### src/rtl/calc_mem_arbiter_if.sv
// calc_mem_arbiter_if: requester and memory-side bus of the shared operand/result memory arbiter
interface calc_mem_arbiter_if #(
    parameter int ADDR_W = 4,
    parameter int DATA_W = 8
);
    logic              req0, rw0, gnt0, done0;
    logic              req1, rw1, gnt1, done1;
    logic [ADDR_W-1:0] addr0, addr1, mem_addr;
    logic [DATA_W-1:0] wdata0, wdata1, rdata, mem_wdata, mem_rdata;
    logic              mem_en, mem_we, busy;

    modport slave (
        input  req0, rw0, addr0, wdata0, req1, rw1, addr1, wdata1, mem_rdata,
        output gnt0, done0, gnt1, done1, rdata, mem_en, mem_we, mem_addr, mem_wdata, busy
    );

    modport master (
        output req0, rw0, addr0, wdata0, req1, rw1, addr1, wdata1, mem_rdata,
        input  gnt0, done0, gnt1, done1, rdata, mem_en, mem_we, mem_addr, mem_wdata, busy
    );
endinterface

### src/rtl/calc_mem_arbiter.sv
// calc_mem_arbiter: round-robin sharing of the single-port operand/result memory between two ports
// ARB_FIXED_PRIO_EN: port 0 always wins simultaneous requests instead of round-robin
module calc_mem_arbiter #(
    parameter int ADDR_W = 4,
    parameter int DATA_W = 8
) (
    input logic               clk,
    input logic               reset,
    calc_mem_arbiter_if.slave bus
);
    localparam logic [1:0] IDLE    = 2'd0;
    localparam logic [1:0] ACCESS  = 2'd1;
    localparam logic [1:0] RD_WAIT = 2'd2;
    localparam logic [1:0] DONE    = 2'd3;

    logic [1:0]        state, state_n;
    logic              sel, rw_q, last_grant, both_sel, pick, any_req, active;
    logic [ADDR_W-1:0] addr_q;
    logic [DATA_W-1:0] wdata_q, rdata_q;

`ifdef ARB_FIXED_PRIO_EN
    assign both_sel = 1'b0;
`else
    assign both_sel = ~last_grant;
`endif

    assign any_req = bus.req0 | bus.req1;
    assign pick    = (bus.req0 && bus.req1) ? both_sel : bus.req1;

    always_comb
        state_n = (state == IDLE)   ? (any_req ? ACCESS : IDLE) :
                  (state == ACCESS) ? (rw_q ? DONE : RD_WAIT) :
                  (state == RD_WAIT) ? DONE : IDLE;

    always_ff @(posedge clk or posedge reset)
        if (reset) begin
            state      <= IDLE;
            sel        <= 1'b0;
            rw_q       <= 1'b0;
            addr_q     <= '0;
            wdata_q    <= '0;
            rdata_q    <= '0;
            last_grant <= 1'b1;
        end else begin
            state <= state_n;
            if (state == IDLE && any_req) begin
                sel     <= pick;
                rw_q    <= pick ? bus.rw1 : bus.rw0;
                addr_q  <= pick ? bus.addr1 : bus.addr0;
                wdata_q <= pick ? bus.wdata1 : bus.wdata0;
            end
            if (state == RD_WAIT)
                rdata_q <= bus.mem_rdata;
            if (state == DONE)
                last_grant <= sel;
        end

    // Memory-side signals are forced to zero outside ACCESS so the bus is quiet when idle
    assign active        = (state == ACCESS) || (state == RD_WAIT);
    assign bus.mem_en    = (state == ACCESS);
    assign bus.mem_we    = (state == ACCESS) && rw_q;
    assign bus.mem_addr  = (state == ACCESS) ? addr_q : '0;
    assign bus.mem_wdata = (state == ACCESS) ? wdata_q : '0;
    assign bus.gnt0      = active && !sel;
    assign bus.gnt1      = active && sel;
    assign bus.done0     = (state == DONE) && !sel;
    assign bus.done1     = (state == DONE) && sel;
    assign bus.busy      = (state != IDLE);
    assign bus.rdata     = rdata_q;
endmodule

### src/flat_wrapper.sv
// flat-port wrapper written by rule: the top's interface ports become plain ports
module calc_mem_arbiter_flat 
#(
    parameter int ADDR_W = 4,
    parameter int DATA_W = 8
)
  (clk, reset, bus_req0, bus_rw0, bus_addr0, bus_wdata0, bus_req1, bus_rw1, bus_addr1, bus_wdata1, bus_mem_rdata, bus_gnt0, bus_done0, bus_gnt1, bus_done1, bus_rdata, bus_mem_en, bus_mem_we, bus_mem_addr, bus_mem_wdata, bus_busy);
  calc_mem_arbiter_if #(.ADDR_W(ADDR_W), .DATA_W(DATA_W)) bus_i ();
  input logic clk;
  input logic reset;
  input wire logic [$bits(bus_i.req0)-1:0] bus_req0;
  input wire logic [$bits(bus_i.rw0)-1:0] bus_rw0;
  input wire logic [$bits(bus_i.addr0)-1:0] bus_addr0;
  input wire logic [$bits(bus_i.wdata0)-1:0] bus_wdata0;
  input wire logic [$bits(bus_i.req1)-1:0] bus_req1;
  input wire logic [$bits(bus_i.rw1)-1:0] bus_rw1;
  input wire logic [$bits(bus_i.addr1)-1:0] bus_addr1;
  input wire logic [$bits(bus_i.wdata1)-1:0] bus_wdata1;
  input wire logic [$bits(bus_i.mem_rdata)-1:0] bus_mem_rdata;
  output wire logic [$bits(bus_i.gnt0)-1:0] bus_gnt0;
  output wire logic [$bits(bus_i.done0)-1:0] bus_done0;
  output wire logic [$bits(bus_i.gnt1)-1:0] bus_gnt1;
  output wire logic [$bits(bus_i.done1)-1:0] bus_done1;
  output wire logic [$bits(bus_i.rdata)-1:0] bus_rdata;
  output wire logic [$bits(bus_i.mem_en)-1:0] bus_mem_en;
  output wire logic [$bits(bus_i.mem_we)-1:0] bus_mem_we;
  output wire logic [$bits(bus_i.mem_addr)-1:0] bus_mem_addr;
  output wire logic [$bits(bus_i.mem_wdata)-1:0] bus_mem_wdata;
  output wire logic [$bits(bus_i.busy)-1:0] bus_busy;
  assign bus_i.req0 = bus_req0;
  assign bus_i.rw0 = bus_rw0;
  assign bus_i.addr0 = bus_addr0;
  assign bus_i.wdata0 = bus_wdata0;
  assign bus_i.req1 = bus_req1;
  assign bus_i.rw1 = bus_rw1;
  assign bus_i.addr1 = bus_addr1;
  assign bus_i.wdata1 = bus_wdata1;
  assign bus_i.mem_rdata = bus_mem_rdata;
  assign bus_gnt0 = bus_i.gnt0;
  assign bus_done0 = bus_i.done0;
  assign bus_gnt1 = bus_i.gnt1;
  assign bus_done1 = bus_i.done1;
  assign bus_rdata = bus_i.rdata;
  assign bus_mem_en = bus_i.mem_en;
  assign bus_mem_we = bus_i.mem_we;
  assign bus_mem_addr = bus_i.mem_addr;
  assign bus_mem_wdata = bus_i.mem_wdata;
  assign bus_busy = bus_i.busy;
  calc_mem_arbiter #(.ADDR_W(ADDR_W), .DATA_W(DATA_W)) u_core (.clk(clk), .reset(reset), .bus(bus_i));
endmodule
### config.mk
export PLATFORM = sky130hd
export DESIGN_NAME = calc_mem_arbiter_flat
export DESIGN_NICKNAME = d
export VERILOG_FILES = /design/src/rtl/calc_mem_arbiter_if.sv /design/src/rtl/calc_mem_arbiter.sv /design/src/flat_wrapper.sv
export SDC_FILE = /design/constraint.sdc
export NUM_CORES = 1
export LEC_CHECK = 0
export CORE_ASPECT_RATIO = 0.75
export CORE_UTILIZATION = 36
export DETAILED_ROUTE_END_ITERATION = 10
export PLACE_DENSITY = 0.73
export SYNTH_ARGS = -nofsm -noshare
export SYNTH_HDL_FRONTEND = slang
export SYNTH_SLANG_ARGS = --single-unit
export TNS_END_PERCENT = 30
### constraint.sdc
create_clock -name clk -period 1.3 [get_ports clk]
set_clock_uncertainty 0.15 [all_clocks]
set_input_delay 0.26 -clock clk [delete_from_list [all_inputs] [get_ports clk]]
set_output_delay 0.26 -clock clk [all_outputs]
set_load 0.02 [all_outputs]
==> impl_results.md <==
- Core area: 3360 um^2
- Crit path from: u_core.state[0]
- Netlist cell types: 21
- Sw frac: 0.392
- Antenna viol nets, final: 0
- Largest family of logic cells by synthesized area: compound AO/OA/AOI/OAI gates
- Drt first pass iters: 6
- CTS H-tree depth: 1
- FF-to-FF End: u_core.bus.rdata[7]
- Commonest cells after routing, fill and taps aside: 36 x clkdlybuf4s50_1, 24 x buf_6, 24 x dfrtp_1
- Clock network fraction of total power: 0.080
- Post-DP HPWL: 2530 um
- Layout cell share with drive strength beyond 1: 0.524
- F_max: 0.574 GHz
- Wirelength, routed: 3480 um
- Fin. Hold Viols: 0
- Seq cells post-synth: 25
- Ant. Diodes: 0
- Critical Path RT: 0.89 ns
- Area Overhead vs Synth: 82.3%
- Final setup margin: -0.441 ns
- Initial antenna violation count: 0
- First-pass GRT wire length: 5560 um
- Fillers: 237
- Post-synth design cell area: 1290 um^2
- CP endpoint kind: primary output
- Rows: 18
- Worst EP arrival: 1.33 ns
- Hold Slack: 0.174 ns
- Die area: 3830 um^2
- Synth Area in Compound Gates: 0.173
- I/O Pins: 65
- Vias in the first global route: 1205
- Commonest non-fill, non-tap cell in the layout: clkdlybuf4s50_1
- Psw: 2.21 mW
- Peak supply drop: 0.00116 V
- Status: complete, but fails checks
- Slew HR: 0.802
- Tcrit/Tclk final: 1.34
- Clock buffers created by TritonCTS: 3
- CTS sink count: 25
- FF+latch area: 627 um^2
- Setup slack, reg-to-reg: -0.41 ns
- GRT Total Usage: 0.193
- HP Class: in -> async
- Worst Setup EP: bus_gnt0
- Post-synthesis mux area share: 0.0863
- Leak: 1.02 nW
- Unrepaired setup endpoints after global routing: true
- # nets final: 250
- DR WL/cell: 14.1 um
- IO Port Bufs: 64
- GRT overflow: 0
- Clock tree from TritonCTS: built
- Die height: 53.8 um
- Setup Viol. Count Final: 43
- Number of DRC markers in iteration 0: 44
- Syn_area_per_cell: 10.2 um^2
- Non-Filler Instances: 246
- Synth Area in Simple Gates: 0.161
- Combinational share of power: 0.664
- Mapped Cells: 126
- Post-synthesis xor/xnor area fraction: 0
- Multi-input gate area: 790 um^2
- Crit Reg-Reg Startpoint: u_core.state[0]
- Die width: 71.1 um
- Clock buffer depth: 2
- Kind of critical path: reg -> out
- Ys Warns: 0
- Residual DRC: 0
- Adder-Cell Fraction of Synth Area: 0.0485
- Root Driver: clkbuf_8
- Minimum clock period: 1.74 ns
- Crit start category: flip-flop
- Failing checks: negative setup slack
- Slew at the pin closest to its max-slew limit: 0.296 ns
- GPL Wtd Cong: 0.759
- Power Dens Cells: 2390 nW/um^2
- MaxCap Viol Count: 0
- Sequential area share after synthesis: 0.486
- Via count: 1178
- Average vias per placed instance: 4.79
- Pins Over Slew Limit: 0
- Dpl cells: 237
- Initial core utilization: 0.384
- CP Max Fanout: 3
- Internal power: 3.42 mW
- Largest net degree at the start of global routing: 26
- Clock slew at reported path FFs: 0.08 ns
- Clock latency on the worst-skew pair: 0.26 ns
- Post-Syn Nets: 169
- Reg2Reg Depth: 7
- Register share of total power: 0.256
sequential cells by signal, indices dropped and copies added (netlist names):
register	cells
u_core.last_grant	1
u_core.wdata_q	8
u_core.addr_q	4
u_core.sel	1
u_core.rw_q	1
u_core.bus.rdata	8
u_core.state	2
critical path, stage by stage (launching register included):
cell,delay [ns]
dfrtp_1,0.44
inv_2,0.08
ha_4,0.27
nor2b_4,0.14
buf_6,0.13
per-layer routing:
layer	up-vias	global-route usage	part of all wire
met2	26	0.335	0.53
met5	-	0	0
met3	4	0.0449	0.027
met1	577	0.250	0.43
li1	571	-	-
met4	0	0.0433	0.0069
power by group through the flow:
stage          Sequential (mW)  Clock (mW)  Combinational [mW]
6_report                  1.44       0.450                3.74
5_1_grt                   1.50       0.499                4.00
4_1_cts                   1.44       0.467                3.68
3_5_place_dp              1.44           0                3.31
3_3_place_gp              1.42           0                3.22
2_1_floorplan             1.57           0                1.82
worst min-delay path by stage:
stage,start,endpoint,slack (ns),depth (start not counted)
after floorplan,reset,u_core.addr_q[0],0.14,1
after detailed placement,u_core.bus.rdata[6],u_core.bus.rdata[6],0.35,1
final,reset,u_core.bus.rdata[1],0.17,3
after CTS,reset,u_core.bus.rdata[2],0.18,3
after global routing,reset,u_core.state[0],0.19,3
after global placement,u_core.addr_q[3],u_core.addr_q[3],0.34,2
cells in the mapped netlist:
| cell | number | area share |
|---|---|---|
| dfrtp_1 | 24 | 0.47 |
| and2_1 | 15 | 0.073 |
| a21oi_1 | 14 | 0.054 |
| nand2_1 | 14 | 0.041 |
| nor2_1 | 13 | 0.038 |
| a21oi_2 | 12 | 0.081 |
| mux2_2 | 9 | 0.079 |
| ha_1 | 5 | 0.048 |
| inv_1 | 4 | 0.012 |
| buf_2 | 2 | 0.0078 |
| buf_6 | 2 | 0.017 |
| nor2b_1 | 2 | 0.0097 |
| o21ai_0 | 2 | 0.0078 |
| a21bo_2 | 1 | 0.0078 |
| a21boi_2 | 1 | 0.0087 |
| buf_4 | 1 | 0.0058 |
| clkbuf_1 | 1 | 0.0029 |
| dfstp_2 | 1 | 0.020 |
| mux2i_1 | 1 | 0.0078 |
| o21a_1 | 1 | 0.0058 |
| o21ai_2 | 1 | 0.0068 |
layout make-up:
| class | instances | share of cell area |
|---|---|---|
| sequential | 25 | 0.266 |
| multi-input combinational | 91 | 0.336 |
| timing repair buffer | 82 | 0.351 |
| clock buffer | 4 | 0.0191 |
| inverter | 4 | 0.00638 |
| tap | 40 | 0.0213 |
kinds of logic after synthesis:
group | Yosys count
AOI/OAI and AO/OA | 32
adders and majority gates | 5
buffers and inverters | 10
DFF | 25
muxes | 10
and+or+nand+nor | 44
metrics by stage:
stage | setup slack [ns] | instance area [um^2] | util | TNS (ns) | total power [mW]
floorplan | -0.0619 | 1380 | - | -1.74 | 3.39
detailed placement | -0.677 | 2140 | 0.638 | -20.18 | 4.75
global route | -0.507 | 2350 | 0.701 | -15.70 | 6.00
global placement | -0.643 | 2140 | 0.638 | -18.76 | 4.64
finish | -0.441 | 2350 | 0.701 | -13.18 | 5.63
CTS | -0.423 | 2310 | 0.688 | -11.76 | 5.59
timing repair:
item                       4_1_cts  5_1_grt
resized for setup              172        6
buffers inserted                 4        1
setup endpoints to repair       51       43
pin swaps                       18        5
hold buffers                     0        0
No activity file was read; power rests on OpenSTA's default activity.
